===== src/rtl/cache_fill_ctrl.sv =====
// Miss-fill engine: victim lookup, line fetch in beats, single-cycle
// write of tag and assembled line into the cache arrays.
module cache_fill_ctrl #(
   parameter int NUM_WAYS         = 4,
   parameter int NUM_SETS         = 16,
   parameter int CACHE_TAG_WIDTH  = 22,
   parameter int CACHE_LINE_BYTES = 64,
   parameter int MEM_BEAT_BYTES   = 16,
   localparam int NUM_WAYS_LOG    = $clog2(NUM_WAYS),
   localparam int NUM_SETS_LOG    = $clog2(NUM_SETS),
   localparam int CACHE_LINE_BITS = 8 * CACHE_LINE_BYTES,
   localparam int MEM_BEAT_BITS   = 8 * MEM_BEAT_BYTES,
   localparam int NUM_BEATS       = CACHE_LINE_BYTES / MEM_BEAT_BYTES
) (
   input  logic                                    clk,
   input  logic                                    rst_n,
   input  logic                                    miss_valid,
   output logic                                    miss_ready,
   input  logic [NUM_SETS_LOG-1:0]                 miss_set_idx,
   input  logic [CACHE_TAG_WIDTH-1:0]              miss_tag,
   output logic                                    lru_fill_en,
   output logic [NUM_SETS_LOG-1:0]                 lru_fill_set,
   input  logic [NUM_WAYS_LOG-1:0]                 lru_fill_way_idx,
   output logic                                    mem_req_valid,
   input  logic                                    mem_req_ready,
   output logic [CACHE_TAG_WIDTH+NUM_SETS_LOG-1:0] mem_req_addr,
   input  logic                                    mem_resp_valid,
   output logic                                    mem_resp_ready,
   input  logic [MEM_BEAT_BITS-1:0]                mem_resp_data,
   output logic                                    update_tag_en,
   output logic [NUM_WAYS_LOG-1:0]                 update_tag_way_idx,
   output logic [NUM_SETS_LOG-1:0]                 update_tag_set_idx,
   output logic [CACHE_TAG_WIDTH-1:0]              update_tag,
   output logic                                    update_tag_valid,
   output logic                                    update_data_en,
   output logic [NUM_WAYS_LOG-1:0]                 update_data_way_idx,
   output logic [NUM_SETS_LOG-1:0]                 update_data_set_idx,
   output logic [CACHE_LINE_BITS-1:0]              update_data,
   output logic                                    fill_done,
   output logic [NUM_WAYS_LOG-1:0]                 fill_way_idx
);

   localparam int CNT_W = (NUM_BEATS > 1) ? $clog2(NUM_BEATS) : 1;

   localparam logic [2:0] IDLE  = 3'd0;
   localparam logic [2:0] LRU   = 3'd1;
   localparam logic [2:0] REQ   = 3'd2;
   localparam logic [2:0] RECV  = 3'd3;
   localparam logic [2:0] WRITE = 3'd4;

   logic [2:0]                 state_q;
   logic [2:0]                 state_d;
   logic [NUM_SETS_LOG-1:0]    set_q;
   logic [CACHE_TAG_WIDTH-1:0] tag_q;
   logic [NUM_WAYS_LOG-1:0]    way_q;
   logic [CACHE_LINE_BITS-1:0] line_q;
   logic [CNT_W-1:0]           cnt_q;
   logic                       first_q;

   logic st_idle;
   logic st_lru;
   logic st_req;
   logic st_recv;
   logic st_write;
   logic last_beat;

   assign st_idle   = (state_q == IDLE);
   assign st_lru    = (state_q == LRU);
   assign st_req    = (state_q == REQ);
   assign st_recv   = (state_q == RECV);
   assign st_write  = (state_q == WRITE);
   assign last_beat = (cnt_q == CNT_W'(NUM_BEATS - 1));

   always_comb begin
      state_d = IDLE;
      unique case (1'b1)
         st_idle:  state_d = miss_valid ? LRU : IDLE;
         st_lru:   state_d = REQ;
         st_req:   state_d = mem_req_ready ? RECV : REQ;
         st_recv:  state_d = (mem_resp_valid && last_beat) ? WRITE : RECV;
         st_write: state_d = IDLE;
         default:  state_d = IDLE;
      endcase
   end

   always_ff @(posedge clk or negedge rst_n) begin
      if (!rst_n) begin
         state_q <= IDLE;
      end else begin
         state_q <= state_d;
      end
   end

   always_ff @(posedge clk or negedge rst_n) begin
      if (!rst_n) begin
         set_q <= '0;
         tag_q <= '0;
      end else if (st_idle && miss_valid) begin
         set_q <= miss_set_idx;
         tag_q <= miss_tag;
      end
   end

   // LRU answers one cycle after the query, i.e. in the first REQ cycle only
   always_ff @(posedge clk or negedge rst_n) begin
      if (!rst_n) begin
         first_q <= 1'b0;
         way_q   <= '0;
      end else begin
         first_q <= st_lru;
         if (st_req && first_q) begin
            way_q <= lru_fill_way_idx;
         end
      end
   end

   always_ff @(posedge clk or negedge rst_n) begin
      if (!rst_n) begin
         cnt_q <= '0;
      end else if (st_req && mem_req_ready) begin
         cnt_q <= '0;
      end else if (st_recv && mem_resp_valid) begin
         cnt_q <= cnt_q + 1'b1;
      end
   end

   always_ff @(posedge clk or negedge rst_n) begin
      if (!rst_n) begin
         line_q <= '0;
      end else if (st_recv && mem_resp_valid) begin
         for (int b = 0; b < NUM_BEATS; b++) begin
            if (cnt_q == CNT_W'(b)) begin
               line_q[b*MEM_BEAT_BITS +: MEM_BEAT_BITS] <= mem_resp_data;
            end
         end
      end
   end

   assign miss_ready     = st_idle;
   assign lru_fill_en    = st_lru;
   assign lru_fill_set   = set_q;
   assign mem_req_valid  = st_req;
   assign mem_req_addr   = {tag_q, set_q};
   assign mem_resp_ready = st_recv;

   assign update_tag_en       = st_write;
   assign update_tag_valid    = st_write;
   assign update_tag_way_idx  = way_q;
   assign update_tag_set_idx  = set_q;
   assign update_tag          = tag_q;
   assign update_data_en      = st_write;
   assign update_data_way_idx = way_q;
   assign update_data_set_idx = set_q;
   assign update_data         = line_q;
   assign fill_done           = st_write;
   assign fill_way_idx        = way_q;

endmodule


===== config.mk =====
export PLATFORM = sky130hd
export DESIGN_NAME = cache_fill_ctrl
export DESIGN_NICKNAME = d
export VERILOG_FILES = /design/src/rtl/cache_fill_ctrl.sv
export SDC_FILE = /design/constraint.sdc
export NUM_CORES = 1
export LEC_CHECK = 0
export BUFFER_PORTS_ARGS = -buffer_cell sky130_fd_sc_hd__buf_2
export CAP_MARGIN = 20
export CORE_AREA = 2 2 287 289
export CTS_BUF_LIST = sky130_fd_sc_hd__clkbuf_2 sky130_fd_sc_hd__clkbuf_4 sky130_fd_sc_hd__clkbuf_8
export CTS_CLUSTER_DIAMETER = 100
export DETAILED_ROUTE_END_ITERATION = 10
export DIE_AREA = 0 0 289 291
export PLACE_DENSITY = 0.45
export SYNTH_ARGS = -nofsm -noshare
export SYNTH_HDL_FRONTEND = slang
export SYNTH_SLANG_ARGS = --single-unit

===== constraint.sdc =====
create_clock -name clk -period 4.58 [get_ports clk]
set_clock_uncertainty 0.05 [all_clocks]
set_input_delay 0.458 -clock clk [delete_from_list [all_inputs] [get_ports clk]]
set_output_delay 0.458 -clock clk [all_outputs]
set_load 0.02 [all_outputs]

# After elaboration in Yosys (flattened, before gate mapping)
# Index checks and enable logic that the tools add are counted.
# word_totals
ff_bits	546
word_cells	36
# classes
mux	6
addsub	1
eq_ne	7
n_reduce_logical	12
# ops
cell	count
$pmux W3 S4	1
$reduce_and A2 Y1	4
$eq A3 B2 Y1 const B	2
$logic_and A1 B1 Y1	5
$eq A2 B2 Y1 const B	2
$mux W2	2
$eq A3 B1 Y1 const B	1
$eq A3 B3 Y1 const B	1
$logic_not A3 Y1	1
$mux W3	1
$add A2 B1 Y2 const B	1
$eq A2 B1 Y1 const B	1
$logic_not A2 Y1	1
$mux W1	2
$reduce_bool A2 Y1	1

# Logic depth before layout (Yosys ltp)
# Gate-level depths: netlist of run 1.
# depth
word_depth	4
depth_mapped	7
ltp_nobuf	4

# Least setup slack after synthesis of run 1
# No wires, ideal clock.
# synth_timing
path_kind	reg-to-reg
from	register state_q[1]
to	register tag_q[10] (netlist: update_tag[10])
t_required_ns	4.405
path_stages_with_launch	6
arrival_time_ns	1.913
setup_ns	0.125
period_less_slack_ns	2.088
slack_ns	2.492
path_cell_list	dfrtp_1 nor3_1 and2_1 buf_2 buf_2 mux2_2
# synth_via
elab_chain_cells	2
# synth_lines
element	line_no	rtl
start: declaration	51	logic [2:0] state_q;
start signal: assignment	90	state_q <= state_d;
$logic_not A3 Y1	67	assign st_idle = (state_q == IDLE);
via miss_ready	18	output logic miss_ready,
$logic_and A1 B1 Y1	98	end else if (st_idle && miss_valid) begin
end signal: assignment	100	tag_q <= miss_tag;
end: declaration	54	logic [CACHE_TAG_WIDTH-1:0] tag_q;
# The timed path passes the listed nets, and every way through them passes these cells.
# A chain may end at the register's enable or synchronous reset.

# Final worst setup path of run 1
# layout_timing
from	register state_q[2]
to	register line_q[452] (netlist: update_data[452])
# layout_via
elab_chain_cells	3
# layout_lines
element	line_no	rtl
$eq A3 B2 Y1	70	assign st_recv = (state_q == RECV);
$logic_and A1 B1 Y1	130	end else if (st_recv && mem_resp_valid) begin
$reduce_and A2 Y1 (no line)	--	
end signal: indexed assignment	133	line_q[b*MEM_BEAT_BITS +: MEM_BEAT_BITS] <= mem_resp_data;
end: declaration	56	logic [CACHE_LINE_BITS-1:0] line_q;
# No other way between the ends.

==> results.toml, run 1 <==
[clock_network]
cts_buffers = 96
clk_latency_ps = 670
post_cts_buffers = 0
cts.sinks = 546
clk_path_buf_depth = 3
tritoncts = "yes"
cts_root_buffer = "clkbuf_8"
htreeDepth = 3
clk_pin_slew_ps = 60

[floorplanning]
rows = 105
die_height_um = 291
fp.dieW_um = 289
start_util_pct = 26.11
pin_count = 747
core_area_um2 = 81190
die_area_um2 = 84100

[finish]
syn_to_final_growth_pct = 37.26
fin_area_um2 = 29100
final_nets = 2288
final_layout_size_suffix_gt1_share_pct = 67.31
final_common_cell = "buf_2"
layout_common_cells = "745 x buf_2, 546 x dfrtp_1, 461 x mux2_2"
post-route-util_pct = 35.84

[grt]
met2_usage_pct = 27.00
track_usage_pct = 15.07
top_usage_layer = "met2"
grt_max_degree = 113
globalRouteOverflowTotal = 0
grt_pass1_vias = 14890
grtUsageMet1_pct = 16.34
grt.met3_usage_pct = 4.334
grt_pass1_wl_um = 95900
antenna_found_initial = 1

[place]
gp_congestion = 0.7641
pre_cts_ws_ps = 1324
postPlaceCellArea_um2 = 25630
port-buffer-count = 746
hpwlAfterDp_um = 45410

[sta]
fin_hold_ws_ps = 78.49
worst_slew_pin_slew_ps = 1009
finalHoldViolations = 0
timing.final.crit_share_pct = 67.96
final_max_slew_viol_count = 0
finalSetupViolations = 0
slew_headroom_pct = 32.73
fin_crit_ps = 3113
max_freq_mhz = 321.3
rsz0062_at_grt = "false"
timing.final.ws_setup_ps = 1468
fin_setup_tns_ps = 0

[detailed_routing]
drt_iter0_markers = 362
viasPerCell = 4.206
routed_wl_um = 64930
vias = 13720
antenna_left = 0
wl_per_cell_um = 19.91
drt_first_pass_iters = 4
drc_errors = 0

[yosys]
syn_inst = 1215
synth_area_um2 = 21200
syn-num-nets = 1380
yosys_register_bits = 546
synth_seq_area_share_pct = 64.45
synth.distinct_cells = 23
avgSynthCellArea_um2 = 17.45
yosysWarningCount = 0

[worst_setup_path]
crit_required_ps = 5060
worstPathMaxFanout = 37
worstSetupEndpointType = "flip-flop"
worstSetupPathType = "flip-flop to flip-flop"
cp.arrival_ps = 3590
cp-start-kind = "flip-flop"

[power]
leakagePower_nw = 14.18
irDropWorstVdd_uv = 350.9
power_density_nw_per_um2 = 821.5

[outcome]
run_status = "completed"

[run]
max_cap_viol_count = 0

[worst_hold_path]
hold_class = "input port to flip-flop"
-- worst max-delay path, cell delays in order (launching register included) --
cell and delay (ps):
dfrtp_1 430, and4b_1 840, nand2_8 330, inv_6 590
buf_12 340, mux2_4 340
-- area by class of cell --
class,instances,area [um^2]
fillers,7998,52090
flip-flops and latches,546,13660
multi-input cells,566,6620
repair buffers,910,5485
clock buffers,152,1873
well taps,1070,1339
clock inverters,13,100.1
inverters,3,16.27
diodes,1,2.502
-- registers in the layout, summed over array words and instances, names as in the netlist --
register,flops
update_tag,22
cnt_q,2
state_q,3
fill_way_idx,2
update_data,512
lru_fill_set,4
first_q,1
-- routing by layer --
layer	vias up	part of all wire [%]
met2	507	52
met5	-	0
met4	0	3.8
met3	127	7.4
met1	7002	37
li1	6081	-
-- report_power, final --
part | leakage, nW | internal, mW | switching, mW
sequential | 6.60 | 7.28 | 1.28
clock | 1.06 | 2.59 | 2.02
combinational | 6.52 | 4.40 | 6.33
-- final timing paths --
path / from / endpoint / slack, ps / depth (start not counted)
min: mem_resp_data[106] / update_data[362] / 80 / 2
min in group asynchronous: rst_n / update_data[449] / 440 / 2
max: state_q[2] / update_data[452] / 1470 / 5
min reg2reg: update_data[193] / update_data[193] / 450 / 1
max in group asynchronous: rst_n / update_data[83] / 2940 / 3
max reg2reg: state_q[2] / update_data[452] / 1470 / 5
-- cells by family after synthesis --
family / Yosys count / synth area share [%]
AO/OA/AOI/OAI: 4 / 0.1299
AND/OR/NAND/NOR: 16 / 0.4957
XOR/XNOR: 1 / 0.04132
adder cells (fa/ha/maj): 4 / 0.2361
buffers and inverters: 103 / 4.521
flip-flops: 546 / 64.45
multiplexers: 541 / 30.13
-- through the flow --
stage                     total power, mW  cells
after floorplan                     15.44   1215
after global placement              19.28   2948
after detailed placement            19.44   2948
after CTS                           24.32   3259
after global routing                25.24   3261
final                               23.90   3261
-- what timing repair did --
action,in CTS,in global routing
hold buffers,146,0
gates resized for setup,0,0
hold endpoints to repair,578,0
-- synth_stat cells, drive strengths merged --
cell type  count  area (um^2)
dfrtp        546        13660
mux2         540         6377
buf          100        947.2
nand2          7        50.05
ha             4        50.05
inv            3        11.26
nor2           3        11.26
nor3b          3        22.52
a21oi          2        10.01
a221o          1        10.01
and2           1        6.260
and4b          1        10.01
mux2i          1        10.01
nor3           1        5.000
o21a           1        7.510
xnor2          1        8.760
(Power assumes the default switching activity.)
==> inputs of run 2 (changes only) <==
--- a/config.mk
+++ b/config.mk
@@ -12,7 +12,7 @@
 export CTS_CLUSTER_DIAMETER = 100
 export DETAILED_ROUTE_END_ITERATION = 10
 export DIE_AREA = 0 0 289 291
-export PLACE_DENSITY = 0.45
+export PLACE_DENSITY = 0.47
 export SYNTH_ARGS = -nofsm -noshare
 export SYNTH_HDL_FRONTEND = slang
 export SYNTH_SLANG_ARGS = --single-unit
==> constraint.sdc (replaced) <==
create_clock -name clk -period 2.55 [get_ports clk]
set_clock_uncertainty 0.05 [all_clocks]
set_input_delay 0.255 -clock clk [delete_from_list [all_inputs] [get_ports clk]]
set_output_delay 0.255 -clock clk [all_outputs]
set_load 0.02 [all_outputs]
==> results.toml, run 2 (synthesized netlist as in run 1, its figures left out) <==
[floorplanning]
rows = 105
die_height_um = 291
die_area_um2 = 84100
fp.dieW_um = 289
pin_count = 747
start_util_pct = 26.11
core_area_um2 = 81190

[power]
switching_share_pct = 40.08
power_frac_seq_pct = 35.6
switchingPower_mw = 17.38
irDropWorstVdd_uv = 775.9
p_clk_share_pct = 19.5
leakagePower_nw = 14.42
p_int_mw = 25.98
power_density_nw_per_um2 = 1467
combPwrFrac_pct = 44.9

[place]
port-buffer-count = 746
hpwlAfterDp_um = 46420
gp_congestion = 0.7896
pre_cts_ws_ps = 328.4

[worst_setup_path]
path_delay_family = "simple AND/OR/NAND/NOR gates"
crit_required_ps = 2250
r2r_setup_slack_ps = 300
cp.arrival_ps = 2030
worst_r2r_path_depth = 5
max_stage_delay_ps = 650
crit_path_top_delay_cell = "nor3b_1"
timing.rr.start = "state_q[2]"
worstSetupEndpointType = "primary output"
cp_cell_sequence = "nor3b_1 > buf_2"
worstSetupPathType = "flip-flop to primary output"
worstPathMaxFanout = 7
rr_endpoint = "update_data[156]"
cp-start-kind = "flip-flop"
crit_buf_inv = 1

[detailed_routing]
antenna_left = 0
drt_first_pass_iters = 4
wl_per_cell_um = 19.78
routed_wl_um = 65250
viasPerCell = 4.222
vias = 13930
drc_errors = 0
drt_iter0_markers = 404

[finish]
multi_input_area_um2 = 6620
layout_common_cells = "745 x buf_2, 546 x dfrtp_1, 461 x mux2_2"
final_layout_size_suffix_gt1_share_pct = 67.27
syn_to_final_growth_pct = 39.44
largest_reg_flops = 512
seq_area_um2 = 13660
nFillCells = 7904
final_nets = 2325
final_common_cell = "buf_2"

[outcome]
run_status = "completed"

[sta]
timing.final.ws_setup_ps = 210.2
worst_slew_pin_slew_ps = 735.2
fin_setup_tns_ps = 0
slew_headroom_pct = 50.88
finalHoldViolations = 0
finalSetupViolations = 0
fin_hold_ws_ps = 96.88
max_freq_mhz = 427.4
final_max_slew_viol_count = 0
timing.final.crit_share_pct = 91.76
rsz0062_at_grt = "false"
fin_crit_ps = 2340

[clock_network]
htreeDepth = 3
clk_path_buf_depth = 3
clk_latency_ps = 650
cts_buffers = 97
post_cts_buffers = 0
cts_root_buffer = "clkbuf_8"
clk_pin_slew_ps = 60
cts.sinks = 546
tritoncts = "yes"

[grt]
grt_pass1_wl_um = 97240
met2_usage_pct = 27.12
antenna_found_initial = 1
globalRouteOverflowTotal = 0
grtUsageMet1_pct = 16.88
track_usage_pct = 15.22
grt_pass1_vias = 15370
grt.met3_usage_pct = 4.428
grt_max_degree = 74
top_usage_layer = "met2"

[run]
max_cap_viol_count = 0

[worst_hold_path]
hold_class = "input port to asynchronous set/reset pin"
-- run 2: worst max-delay path by stage --
stage                       endpoint  cells after the start        from  slack (ps)
floorplan             update_tag[10]                      5  state_q[1]         460
global placement    update_data[182]                      5  state_q[2]         360
detailed placement  update_data[156]                      5  state_q[2]         330
CTS                    mem_req_valid                      2  state_q[0]         120
global route           mem_req_valid                      2  state_q[0]          70
finish                 mem_req_valid                      2  state_q[0]         210
-- run 2: power groups by stage --
stage          clock network [mW]  registers, mW  logic, mW
3_3_place_gp                    0           15.4       19.4
3_5_place_dp                    0           15.5       19.5
2_1_floorplan                   0           20.7       7.03
6_report                     8.47           15.4       19.5
4_1_cts                      8.83           15.5       19.8
5_1_grt                      9.24           16.0       20.5
-- run 2: layout make-up --
type / instances / share of cell area (%)
tap: 1070 / 4.529
clock inverter: 10 / 0.3090
multi-input combinational: 566 / 22.39
sequential: 546 / 46.22
timing repair buffer: 946 / 19.89
antenna: 2 / 0.01693
inverter: 3 / 0.05502
clock buffer: 156 / 6.586
-- run 2: worst register-to-register path: stages (launching register included) --
cell     delay, ps
dfrtp_1        440
and4b_1        560
buf_4          250
nand2_8        180
buf_12         250
mux2_2         400
-- run 2: repair_timing --
action / 4_1_cts / 5_1_grt
hold buffers: 159 / 0
hold endpoints to repair: 700 / 0
gates resized for setup: 0 / 0
-- run 2: metal layers --
| metal | vias up | wire, um |
|---|---|---|
| met5 | - | 0 |
| li1 | 6159 | - |
| met4 | 0 | 2166 |
| met3 | 124 | 4596 |
| met2 | 522 | 33690 |
| met1 | 7124 | 24800 |
-- run 2: per-stage QoR --
step	cells	total power [mW]	area, um^2	util (%)
after floorplan	1215	27.74	21200	-
after global placement	2972	34.78	25930	31.93
after detailed placement	2972	35.09	25930	31.93
after CTS	3297	44.06	29560	36.40
after global routing	3298	45.77	29560	36.41
final	3299	43.35	29560	36.41
